`config.mk`:
```
export PLATFORM = sky130hd
export DESIGN_NAME = jk_bank_arbiter
export DESIGN_NICKNAME = d
export VERILOG_FILES = /design/src/rtl/jk_bank_pkg.sv /design/src/rtl/jk_rr_pick.sv /design/src/rtl/jk_bank_arbiter.sv
export SDC_FILE = /design/constraint.sdc
export NUM_CORES = 1
export LEC_CHECK = 0
export ABC_AREA = 0
export CAP_MARGIN = 20
export CORE_MARGIN = 10
export CORE_UTILIZATION = 39
export DETAILED_ROUTE_END_ITERATION = 10
export PLACE_DENSITY_LB_ADDON = 0.08
export REMOVE_ABC_BUFFERS = 1
export SYNTH_ARGS = -nofsm -noshare
export SYNTH_HDL_FRONTEND = slang
export SYNTH_SLANG_ARGS = --single-unit
```
`constraint.sdc`:
```
create_clock -name clk -period 1.6 [get_ports clk]
set_input_delay 0.24 -clock clk [delete_from_list [all_inputs] [get_ports clk]]
set_output_delay 0.24 -clock clk [all_outputs]
set_load 0.005 [all_outputs]
```
`src/rtl/jk_bank_pkg.sv`:
```
// +--------------------------------------------------------------------------+
// | jk_bank_pkg : shared FSM encoding and JK command encoding for the bank.  |
// | Revision    : 1.0                                                        |
// +--------------------------------------------------------------------------+
`default_nettype none

package jk_bank_pkg;

    typedef logic [1:0] state_t;

    localparam state_t ST_IDLE     = 2'd0;
    localparam state_t ST_CAPTURE  = 2'd1;
    localparam state_t ST_TRANSFER = 2'd2;

    // JK command encoding, indexed as {J, K}
    localparam logic [1:0] JK_HOLD   = 2'b00;
    localparam logic [1:0] JK_RESET  = 2'b01;
    localparam logic [1:0] JK_SET    = 2'b10;
    localparam logic [1:0] JK_TOGGLE = 2'b11;

    function automatic logic jk_next(input logic jb, input logic kb, input logic m);
        logic r;
        case ({jb, kb})
            JK_HOLD:   r = m;
            JK_RESET:  r = 1'b0;
            JK_SET:    r = 1'b1;
            JK_TOGGLE: r = ~m;
            default:   r = m;
        endcase
        return r;
    endfunction

endpackage

`default_nettype wire

```
`src/rtl/jk_rr_pick.sv`:
```
// +--------------------------------------------------------------------------+
// | jk_rr_pick : combinational round-robin search, upward from last+1.       |
// | Revision   : 1.0                                                         |
// +--------------------------------------------------------------------------+
`default_nettype none

module jk_rr_pick #(
    parameter int NREQ = 4,
    parameter int IDXW = $clog2(NREQ)
) (
    input  logic [NREQ-1:0] req_i,
    input  logic [IDXW-1:0] last_i,
    output logic [IDXW-1:0] winner_o,
    output logic            valid_o
);

    // Scan farthest offset first so the nearest requester overwrites the result.
    always_comb begin
        winner_o = '0;
        valid_o  = 1'b0;
        for (int off = NREQ; off >= 1; off--) begin
            if (req_i[IDXW'((int'(last_i) + off) % NREQ)]) begin
                winner_o = IDXW'((int'(last_i) + off) % NREQ);
                valid_o  = 1'b1;
            end
        end
    end

endmodule

`default_nettype wire

```
`src/rtl/jk_bank_arbiter.sv`:
```
// +--------------------------------------------------------------------------+
// | jk_bank_arbiter : round-robin arbiter sharing one JK master-slave bank.  |
// | Optional macro JK_BANK_LOCK_EN adds a per-requester lock input.          |
// | Revision        : 1.0                                                    |
// +--------------------------------------------------------------------------+
`default_nettype none

module jk_bank_arbiter
    import jk_bank_pkg::*;
#(
    parameter int NREQ  = 4,
    parameter int NBITS = 8
) (
    input  logic                  clk,
    input  logic                  rst,
`ifdef JK_BANK_LOCK_EN
    input  logic [NREQ-1:0]       lock,
`endif
    input  logic [NREQ-1:0]       req,
    input  logic [NREQ*NBITS-1:0] j,
    input  logic [NREQ*NBITS-1:0] k,
    output logic [NREQ-1:0]       gnt,
    output logic [NBITS-1:0]      q,
    output logic                  busy,
    output logic                  done
);

    localparam int IDXW = $clog2(NREQ);

    state_t            state_q, state_d;
    logic [IDXW-1:0]   winner_q, winner_d;
    logic [IDXW-1:0]   last_q, last_d;
    logic [NREQ-1:0]   gnt_q, gnt_d;
    logic [NBITS-1:0]  master_q, master_d;
    logic [NBITS-1:0]  slave_q, slave_d;
    logic              done_q, done_d;

    logic [IDXW-1:0]   rr_idx;
    logic              rr_valid;
    logic [IDXW-1:0]   sel_idx;
    logic              sel_valid;
    logic [NBITS-1:0]  j_sel, k_sel;

    jk_rr_pick #(
        .NREQ (NREQ),
        .IDXW (IDXW)
    ) u_pick (
        .req_i    (req),
        .last_i   (last_q),
        .winner_o (rr_idx),
        .valid_o  (rr_valid)
    );

`ifdef JK_BANK_LOCK_EN
    logic lock_q, lock_d;

    // A locked previous winner that is still requesting bypasses rotation.
    always_comb begin
        if (lock_q && req[last_q]) begin
            sel_idx   = last_q;
            sel_valid = 1'b1;
        end else begin
            sel_idx   = rr_idx;
            sel_valid = rr_valid;
        end
    end
`else
    assign sel_idx   = rr_idx;
    assign sel_valid = rr_valid;
`endif

    always_comb begin
        j_sel = '0;
        k_sel = '0;
        for (int i = 0; i < NREQ; i++) begin
            if (winner_q == IDXW'(i)) begin
                j_sel = j[i*NBITS +: NBITS];
                k_sel = k[i*NBITS +: NBITS];
            end
        end
    end

    always_comb begin
        state_d  = state_q;
        winner_d = winner_q;
        last_d   = last_q;
        gnt_d    = gnt_q;
        master_d = master_q;
        slave_d  = slave_q;
        done_d   = 1'b0;
`ifdef JK_BANK_LOCK_EN
        lock_d   = lock_q;
`endif
        case (state_q)
            ST_IDLE: begin
                gnt_d = '0;
                if (sel_valid) begin
                    winner_d = sel_idx;
                    gnt_d    = {{(NREQ-1){1'b0}}, 1'b1} << sel_idx;
                    state_d  = ST_CAPTURE;
                end
            end
            ST_CAPTURE: begin
                for (int b = 0; b < NBITS; b++) begin
                    master_d[b] = jk_next(j_sel[b], k_sel[b], master_q[b]);
                end
`ifdef JK_BANK_LOCK_EN
                lock_d  = lock[winner_q];
`endif
                gnt_d   = '0;
                state_d = ST_TRANSFER;
            end
            ST_TRANSFER: begin
                slave_d = master_q;
                last_d  = winner_q;
                done_d  = 1'b1;
                state_d = ST_IDLE;
            end
            default: begin
                gnt_d   = '0;
                state_d = ST_IDLE;
            end
        endcase
    end

    always_ff @(posedge clk or posedge rst) begin
        if (rst) begin
            state_q  <= ST_IDLE;
            winner_q <= '0;
            last_q   <= IDXW'(NREQ - 1);
            gnt_q    <= '0;
            master_q <= '0;
            slave_q  <= '0;
            done_q   <= 1'b0;
`ifdef JK_BANK_LOCK_EN
            lock_q   <= 1'b0;
`endif
        end else begin
            state_q  <= state_d;
            winner_q <= winner_d;
            last_q   <= last_d;
            gnt_q    <= gnt_d;
            master_q <= master_d;
            slave_q  <= slave_d;
            done_q   <= done_d;
`ifdef JK_BANK_LOCK_EN
            lock_q   <= lock_d;
`endif
        end
    end

    assign gnt  = gnt_q;
    assign q    = slave_q;
    assign busy = (state_q != ST_IDLE);
    assign done = done_q;

endmodule

`default_nettype wire

```
==> results of run 1 <==
==> state kept, by name (all words and copies together), names as in the netlist <==
signal and cells:
state_q 2, gnt 4, q 8, last_q 2
master_q 8, done 1, winner_q 2
==> critical path: stages (launching register included) <==
cell                       delay, ns
sky130_fd_sc_hd__dfstp_2        0.60
sky130_fd_sc_hd__mux2i_2        0.25
sky130_fd_sc_hd__o221ai_1       0.17
sky130_fd_sc_hd__buf_4          0.18
sky130_fd_sc_hd__mux2_2         0.26
==> logic make-up (layout without fill, tap and decap cells) <==
logic type / count (synthesis) / after routing
AO/OA/AOI/OAI: 26 / 26
buffers and inverters: 11 / 105
flip-flops: 27 / 27
multiplexers: 28 / 28
AND/OR/NAND/NOR: 13 / 13
==> what timing repair did <==
item,CTS,global route
endpoints found under the hold margin,0,0
pin swaps,1,0
hold buffers,0,0
endpoints found under the setup margin,1,3
gates resized for setup,2,1
setup buffers,1,1
==> final timing paths <==
path	cells after the start	slack, ns	endpoint	from
min in group clk	1	0.48	master_q[1]	master_q[1]
worst max register to register	4	0.03	winner_q[0]	last_q[1]
worst max-delay path	4	0.03	winner_q[0]	last_q[1]
max in group asynchronous	3	1.00	last_q[1]	rst
worst min-delay path	3	0.31	done	rst
worst min register to register	1	0.48	master_q[1]	master_q[1]
==> report_power, final <==
part           switching (W)  internal (W)  total, W  leakage [nW]
logic               0.000784       0.00134   0.00212         0.676
clock network       0.000212      0.000177  0.000389        0.0217
registers           0.000232       0.00104   0.00127         0.317
==> per-stage QoR <==
step	util, %	instances	TNS [ns]	setup slack [ns]	area, sq um
floorplan	-	97	-1.087	-0.1359	1473
global placement	65.74	241	-0.03269	-0.03269	2461
detailed placement	65.74	241	-0.3876	-0.1087	2461
CTS	67.45	246	0	0.003407	2525
global route	67.75	247	-0.003701	-0.003701	2536
finish	67.75	247	0	0.02757	2536
==> layer usage <==
layer | share of wire, % | GRT usage (%)
met1 | 37 | 13.94
met2 | 53 | 25.85
met3 | 9.4 | 4.860
met4 | 0.64 | 2.508
met5 | 0 | 0
==> cells in the final DEF, fill, tap and decap left out <==
master and instances:
sky130_fd_sc_hd__mux4_1 9, sky130_fd_sc_hd__inv_2 1, sky130_fd_sc_hd__or2_4 1, sky130_fd_sc_hd__clkdlybuf4s50_1 83, sky130_fd_sc_hd__o221ai_1 1, sky130_fd_sc_hd__inv_1 2
sky130_fd_sc_hd__dfstp_2 2, sky130_fd_sc_hd__o31ai_4 1, sky130_fd_sc_hd__a21o_1 1, sky130_fd_sc_hd__o31ai_1 1, sky130_fd_sc_hd__nand2b_1 2, sky130_fd_sc_hd__o21ai_0 1
sky130_fd_sc_hd__nor2_1 1, sky130_fd_sc_hd__a21oi_1 10, sky130_fd_sc_hd__mux2_2 11, sky130_fd_sc_hd__a31oi_1 8, sky130_fd_sc_hd__dfrtp_1 25, sky130_fd_sc_hd__nor2_4 1
sky130_fd_sc_hd__clkbuf_8 3, sky130_fd_sc_hd__nor2b_1 4, sky130_fd_sc_hd__mux4_2 7, sky130_fd_sc_hd__buf_4 15, sky130_fd_sc_hd__a32o_1 1, sky130_fd_sc_hd__clkinvlp_4 1
sky130_fd_sc_hd__a22o_1 1, sky130_fd_sc_hd__nand2_1 3, sky130_fd_sc_hd__mux2i_2 1, sky130_fd_sc_hd__and3b_1 1, sky130_fd_sc_hd__o31ai_2 1
==> cell type report <==
| class | instances | area, sq um |
|---|---|---|
| multi-input cells | 67 | 794.5 |
| fillers | 281 | 1207 |
| repair buffers | 98 | 943.4 |
| clock buffers | 3 | 41.29 |
| flip-flops and latches | 27 | 678.2 |
| clock inverters | 1 | 7.507 |
| well taps | 48 | 60.06 |
| inverters | 3 | 11.26 |
==> results.md, run 1 <==
- The number of enable flip-flop cells after synthesis is 0.
- Multiplexer cells account for 34.42% of the synthesized area.
- The number of setup violations in the final report is 0.
- By area the synthesized netlist is led by sky130_fd_sc_hd__dfrtp_1 41%, sky130_fd_sc_hd__mux4_1 15%, sky130_fd_sc_hd__mux4_2 10%, sky130_fd_sc_hd__mux2_2 8.1%, sky130_fd_sc_hd__dfstp_2 3.4%.
- At the worst endpoint, the required time is 1.76 ns.
- Wires add up to 4503 microns.
- The share of async-settable or async-resettable flops after synthesis is 100.0%.
- The distinct cell type count of the synthesized netlist is 27.
- The number of nets with antenna violations after routing is 0.
- VDD sags by at most 0.5474 mV.
- The die outline height is 82.72 microns.
- The die boundary width is 82.72 microns.
- The H-tree depth reported by CTS is 1.
- The synthesized design devotes to its leading area cell type 40.78% of total area.
- The element type at the critical path end is a flop.
- 0 antenna diodes ended up in the layout.
- The average cell area after synthesis is 14.61 sq um.
- After Yosys synthesis, full adders, half adders and majority gates account for 0% of the synthesized area.
- In the routed design, unresolved DRC markers number 0.
- The number of clock sinks is 27.
- The via count is 1319.
- In this run the cell area of the synthesized design comes to 1534 sq um.
- The number of pins with negative max-slew slack in the final report is 0.
- The leakage power figure is 1.014 nW.
- The later pin in the worst-skew pair is clocked with a latency of 0.27 ns.
- The sequential element share of the synthesized area is 44.21%.
- After the first detailed-routing iteration, the DRC count stood at 42.
- For the finished layout, the period the worst path requires is 1.572 ns.
- Clock-pin slew was measured on the worst setup and hold paths at 0.10 ns.
- Derived from the worst setup path, the maximum achievable clock frequency is 0.6360 GHz.
- The most used flip-flop cell after synthesis is sky130_fd_sc_hd__dfrtp_1.
- The synthesized netlist devotes 4.812% of its cell area to simple gates.
- The worst min-delay path class is in -> async.
- The number of antenna violations at the first check in global routing is 0.
- The tree is rooted in a sky130_fd_sc_hd__clkbuf_8.
- The synthesis-to-finish area growth is 65.33%.
- The count of synthesis-stage warnings from yosys is 0.
- The final critical path takes up 98.28% of the cycle.
- The biggest area contributor in the post-synthesis netlist is sky130_fd_sc_hd__dfrtp_1.
- The die covers 6842 sq um.
- The post-route total power is 0.003786 W.
- Setup repair after global routing could not meet its margin everywhere.
- The gate count after technology mapping is 105.
- At the pin with the least slew margin, the transition time is 0.3201 ns.
- The worst clock skew is 0.006577 ns.
- The HPWL after detailed placement is 3830 microns.
- STA classifies the critical path startpoint as a flop.
- The core region is 3744 sq um.
- TritonCTS built the clock tree.
- The final global-route overflow total is 0.
- Summing the areas of all compound-gate instances in the mapped netlist gives 11.83% of the synthesized area.
- The placement row count is 22.
- Entering global routing, the biggest net connects 28 pins.
- The detailed-router iteration count before antenna repair is 4.
- Cells with a size suffix above 1 make up 22.61% of the layout.
- Data on the critical path arrives at its endpoint at 1.74 ns.
- The category of the critical setup timing path is reg -> reg.
- The power density over the cells is 1493 nW/um^2.
- The first global-routing pass estimated 7189 microns of wire.
- The highest net fanout along the worst path is 7.
- The mean number of vias per cell is 5.340.
- The worst hold margin is 0.3126 ns.
- By count the netlist is led by 25 x sky130_fd_sc_hd__dfrtp_1, 11 x sky130_fd_sc_hd__mux2_2, 10 x sky130_fd_sc_hd__a21oi_1, 9 x sky130_fd_sc_hd__mux4_1, 8 x sky130_fd_sc_hd__a31oi_1.
- Measured against its own limit, the worst slew margin works out to 78.66%.
- The number of global-route vias before repair is 1559.
- Counting along the longest clock path gives a buffer depth of 2.
- The initial standard-cell utilization of the core is 40.98%.
- The number of buffer cells added on primary ports is 83.
- The most common cell in the synthesized netlist is sky130_fd_sc_hd__dfrtp_1.
- During I/O placement, the number of pins put on the boundary was 84.
- Routability-driven placement finished with a final weighted congestion of 0.7254.
- The number of hold violations in the final report is 0.
- Clock tree synthesis inserted a total of 3 buffers.
- In the global route stage, overall resource usage came out at 13.58%.
- The synthesized design contains 27 register bits.
- Max-cap violations in this run came to 0.
- The run finished with clean final reports.
- The final layout net count is 270.
- The average wire length per cell after detail routing is 18.23 microns.
- Of the total synthesized cell area, the portion taken by XOR and XNOR cells is 0%.
- The combinational family with the most area after synthesis is multiplexers.
(Power assumes the default switching activity.)
==> inputs of run 2 (changes only) <==
--- a/config.mk
+++ b/config.mk
@@ -11,7 +11,6 @@
 export CORE_UTILIZATION = 39
 export DETAILED_ROUTE_END_ITERATION = 10
 export PLACE_DENSITY_LB_ADDON = 0.08
-export REMOVE_ABC_BUFFERS = 1
 export SYNTH_ARGS = -nofsm -noshare
 export SYNTH_HDL_FRONTEND = slang
 export SYNTH_SLANG_ARGS = --single-unit
==> run 2 against run 1 <==
Worst hold slack gained 0.0034 ns. Critical endpoint is now master_q[3]. Critical path type unchanged. Sequential cell count is the same. Wire length shrank 1.4%. Clock power shrank 1%. Non-clock buffer count is the same. Clock skew shrank 0.0023 ns. Critical path depth is the same. Via count shrank 1.1%.
==> results.md, run 2 (synthesized netlist as in run 1, its figures left out) <==
- The power density over the cells is 1479 nW/um^2 (-0.90%).
- The clock latency reported for the late side of the worst-skew pair is 0.27 ns (about the same).
- The total non-filler cell area in the finished layout is 2555 sq um (+0.74%).
- The power dissipated by switching net loads was 0.001216 W (-0.95%).
- The total die area is 6842 sq um (unchanged).
- The clock period minus worst slack is 1.495 ns (-0.07755 ns).
- The detailed-router iteration count before antenna repair is 4 (unchanged).
- In the layout the commonest cells are 82 x sky130_fd_sc_hd__clkdlybuf4s50_1, 25 x sky130_fd_sc_hd__dfrtp_1, 13 x sky130_fd_sc_hd__buf_4, 11 x sky130_fd_sc_hd__mux2_2.
- The final worst slack is 0.1051 ns (+0.07755 ns).
- The setup slack after placement came to -0.07717 ns (+0.03155 ns).
- The number of design rule violations left after detail routing came to 0 (unchanged).
- The worst setup path is launched from a flop.
- The leakage power figure is 1.028 nW (+1.4%).
- The number of buffer and inverter instances along the worst setup path is 1 (unchanged).
- The number of top-level pins is 84 (unchanged).
- The via count came to 1304 (-1.1%).
- The maximum achievable frequency is 0.6689 GHz (+5.2%).
- The reg-to-reg setup timing slack was 0.11 ns (+0.08 ns).
- The number of violations of the max-capacitance limit was 0 (unchanged).
- The cell class contributing the biggest share of worst-path delay is multiplexers.
- The largest vdd supply drop came to 0.6260 mV (+14%).
- The sequential share of power was 34.2% (+0.6 points).
- The global-route wire length before repair was 7417 microns (+3.2%).
- The placement row count was 22 (unchanged).
- The share of the clock period used by the worst path after layout is 93.43% (-4.8 points).
- The number of pins with negative max-slew slack in the final report is 0 (unchanged).
- The number of CTS-inserted buffers is 3 (unchanged).
- The highest net fanout along the worst path is 6 (-1).
- Setup repair after global routing left no endpoint under its margin.
- The transition time of the tightest slew-check pin was 0.3301 ns (+0.01000 ns).
- The number of buffer cells added on primary ports is 83 (unchanged).
- The root buffer cell is sky130_fd_sc_hd__clkbuf_8.
- The worst endpoint data arrival time was 1.65 ns (-0.09 ns).
- The H-tree depth reported by CTS came to 1 (unchanged).
- The sum of routed wire length over all layers was 4440 microns (-1.4%).
- The average wire length per cell after detail routing came to 17.98 microns (-1.4%).
- The worst slew slack as a fraction of its limit is 77.99% (-0.67 points).
- The worst min-delay path class is in -> async.
- The most common cell after layout, fill and taps aside is sky130_fd_sc_hd__clkdlybuf4s50_1.
- The clock tree buffer depth is 2 (unchanged).
- Synthesis produced a netlist with a net count of 175.
- The sum of net half-perimeters after detailed placement is 3733 microns (-2.5%).
- The number of DRC markers after the initial detailed-route iteration is 57 (+36%).
- The number of clock sinks is 27 (unchanged).
- The instance area at placement is 2481 sq um (+0.81%).
- The area of the placeable core is 3744 sq um (unchanged).
- The filler cell count in the final layout is 297 (+5.7%).
- The share of post-route cells with drive strength above 1 is 22.61% (unchanged).
- The total internal power is 0.002563 W (+0.21%).
- The run finished with clean final reports.
- The signal on the critical path passes through buf_6 > mux4_1 > a21oi_2 > a31oi_1.
- The portion of total power attributed to the clock network is 10.2% (about the same).
- The die outline height was 82.72 microns (unchanged).
- The final non-filler cell total came to 247 (unchanged).
- From synthesis to final layout, the design area changed by 66.56%.
- The mean number of vias per cell came to 5.279 (-1.1%).
- The critical path is of the reg -> reg type.
- The number of hold violations in the final report was 0 (unchanged).
- The portion of total power attributed to combinational logic is 55.6% (-0.5 points).
- The clock transition time at the flip-flop clock pins of the worst setup and hold paths was 0.09 ns (about the same).
- The final layout net count was 270 (unchanged).
- The largest net degree at the start of global routing is 28 (unchanged).
- The element type at the critical path end is a flop.
- The final global-route overflow total is 0 (unchanged).
- The number of placed instances, taps included was 242 (+0.41%).
- On the critical path, the stage with the largest delay is an instance of sky130_fd_sc_hd__mux4_1.
- The die boundary width is 82.72 microns (unchanged).
- The proportion of total power due to net switching is 32.18% (-0.25 points).
- The number of nets with antenna violations after routing is 0 (unchanged).
- The number of global-route vias before repair is 1545 (-0.90%).
- The number of setup violations in the final report is 0 (unchanged).
- The last weighted congestion value of the routability-driven placer is 0.7914 (+9.1%).
- The number of antenna violations at the first check in global routing is 0 (unchanged).
- The worst clock skew is 0.004276 ns (-0.002301 ns).
- The critical path's largest stage delay was 0.58 ns (-0.02 ns).
- The CTS tree is built.
- The all-layer global routing usage is 13.98% (+0.40 points).
- The initial standard-cell utilization of the core was 40.98% (unchanged).
- The count of inserted antenna diode cells is 0 (unchanged).
- The required arrival time at the worst endpoint is 1.75 ns (about the same).
run 2: cell types whose count changed in the layout (fill, tap and decap cells not counted), sizes merged:
cell / previous run / this run
clkdlybuf4s50: 83 / 82
dlymetal6s2s: 0 / 1
run 2: final timing paths:
check | startpoint | end | depth (start not counted)
setup / recovery | winner_q[0] | master_q[3] | 4
hold / removal | rst | q[3] | 3
setup reg to reg | winner_q[0] | master_q[3] | 4
hold reg to reg | gnt[2] | gnt[2] | 2
max in group asynchronous | rst | last_q[0] | 3
min in group clk | gnt[2] | gnt[2] | 2
run 2: cell type report:
| class | count | area [sq um] | area share [%] |
|---|---|---|---|
| well taps | 48 | 60.06 | 2.351 |
| clock inverters | 1 | 7.507 | 0.2938 |
| clock buffers | 3 | 41.29 | 1.616 |
| inverters | 3 | 11.26 | 0.4407 |
| multi-input cells | 67 | 794.5 | 31.10 |
| repair buffers | 98 | 962.2 | 37.66 |
| flip-flops and latches | 27 | 678.2 | 26.54 |
run 2: metal layers:
layer	vias up	wire length, microns	global-route usage [%]
met5	-	0	0
met2	56	2389	26.00
met3	6	492	5.400
met1	633	1476	13.74
met4	0	82	4.849
li1	609	-	-
run 2: per-stage QoR:
step                power (W)  utilization [%]  setup TNS [ns]  hold slack, ns
floorplan            0.002510                -               0          0.2912
global placement     0.003318            66.28        -0.03775          0.4628
detailed placement   0.003380            66.28         -0.1330          0.4662
finish               0.003780            68.25               0          0.3160
CTS                  0.003799            67.78               0          0.3238
global route         0.004069            68.25               0          0.3552
run 2: worst register-to-register path: cells and delay by family, from the launching register on:
kind / cells / cell delay, ns
AO/OA/AOI/OAI: 2 / 0.21
buffers and inverters: 1 / 0.16
flip-flops: 1 / 0.42
multiplexers: 1 / 0.58
run 2: power by group through the flow:
stage               registers (W)  clock network, W  logic, W
floorplan                 0.00123                 0   0.00128
global placement          0.00127                 0   0.00205
detailed placement        0.00129                 0   0.00209
CTS                       0.00129          0.000398   0.00211
global route              0.00134          0.000425   0.00230
finish                    0.00129          0.000385   0.00210
run 2: timing repair:
action,4_1_cts,5_1_grt
resized for setup,2,3
hold endpoints to repair,0,0
gates cloned,0,0
setup buffers,0,1
pin swaps,0,1
hold buffers,0,0
setup endpoints to repair,1,2
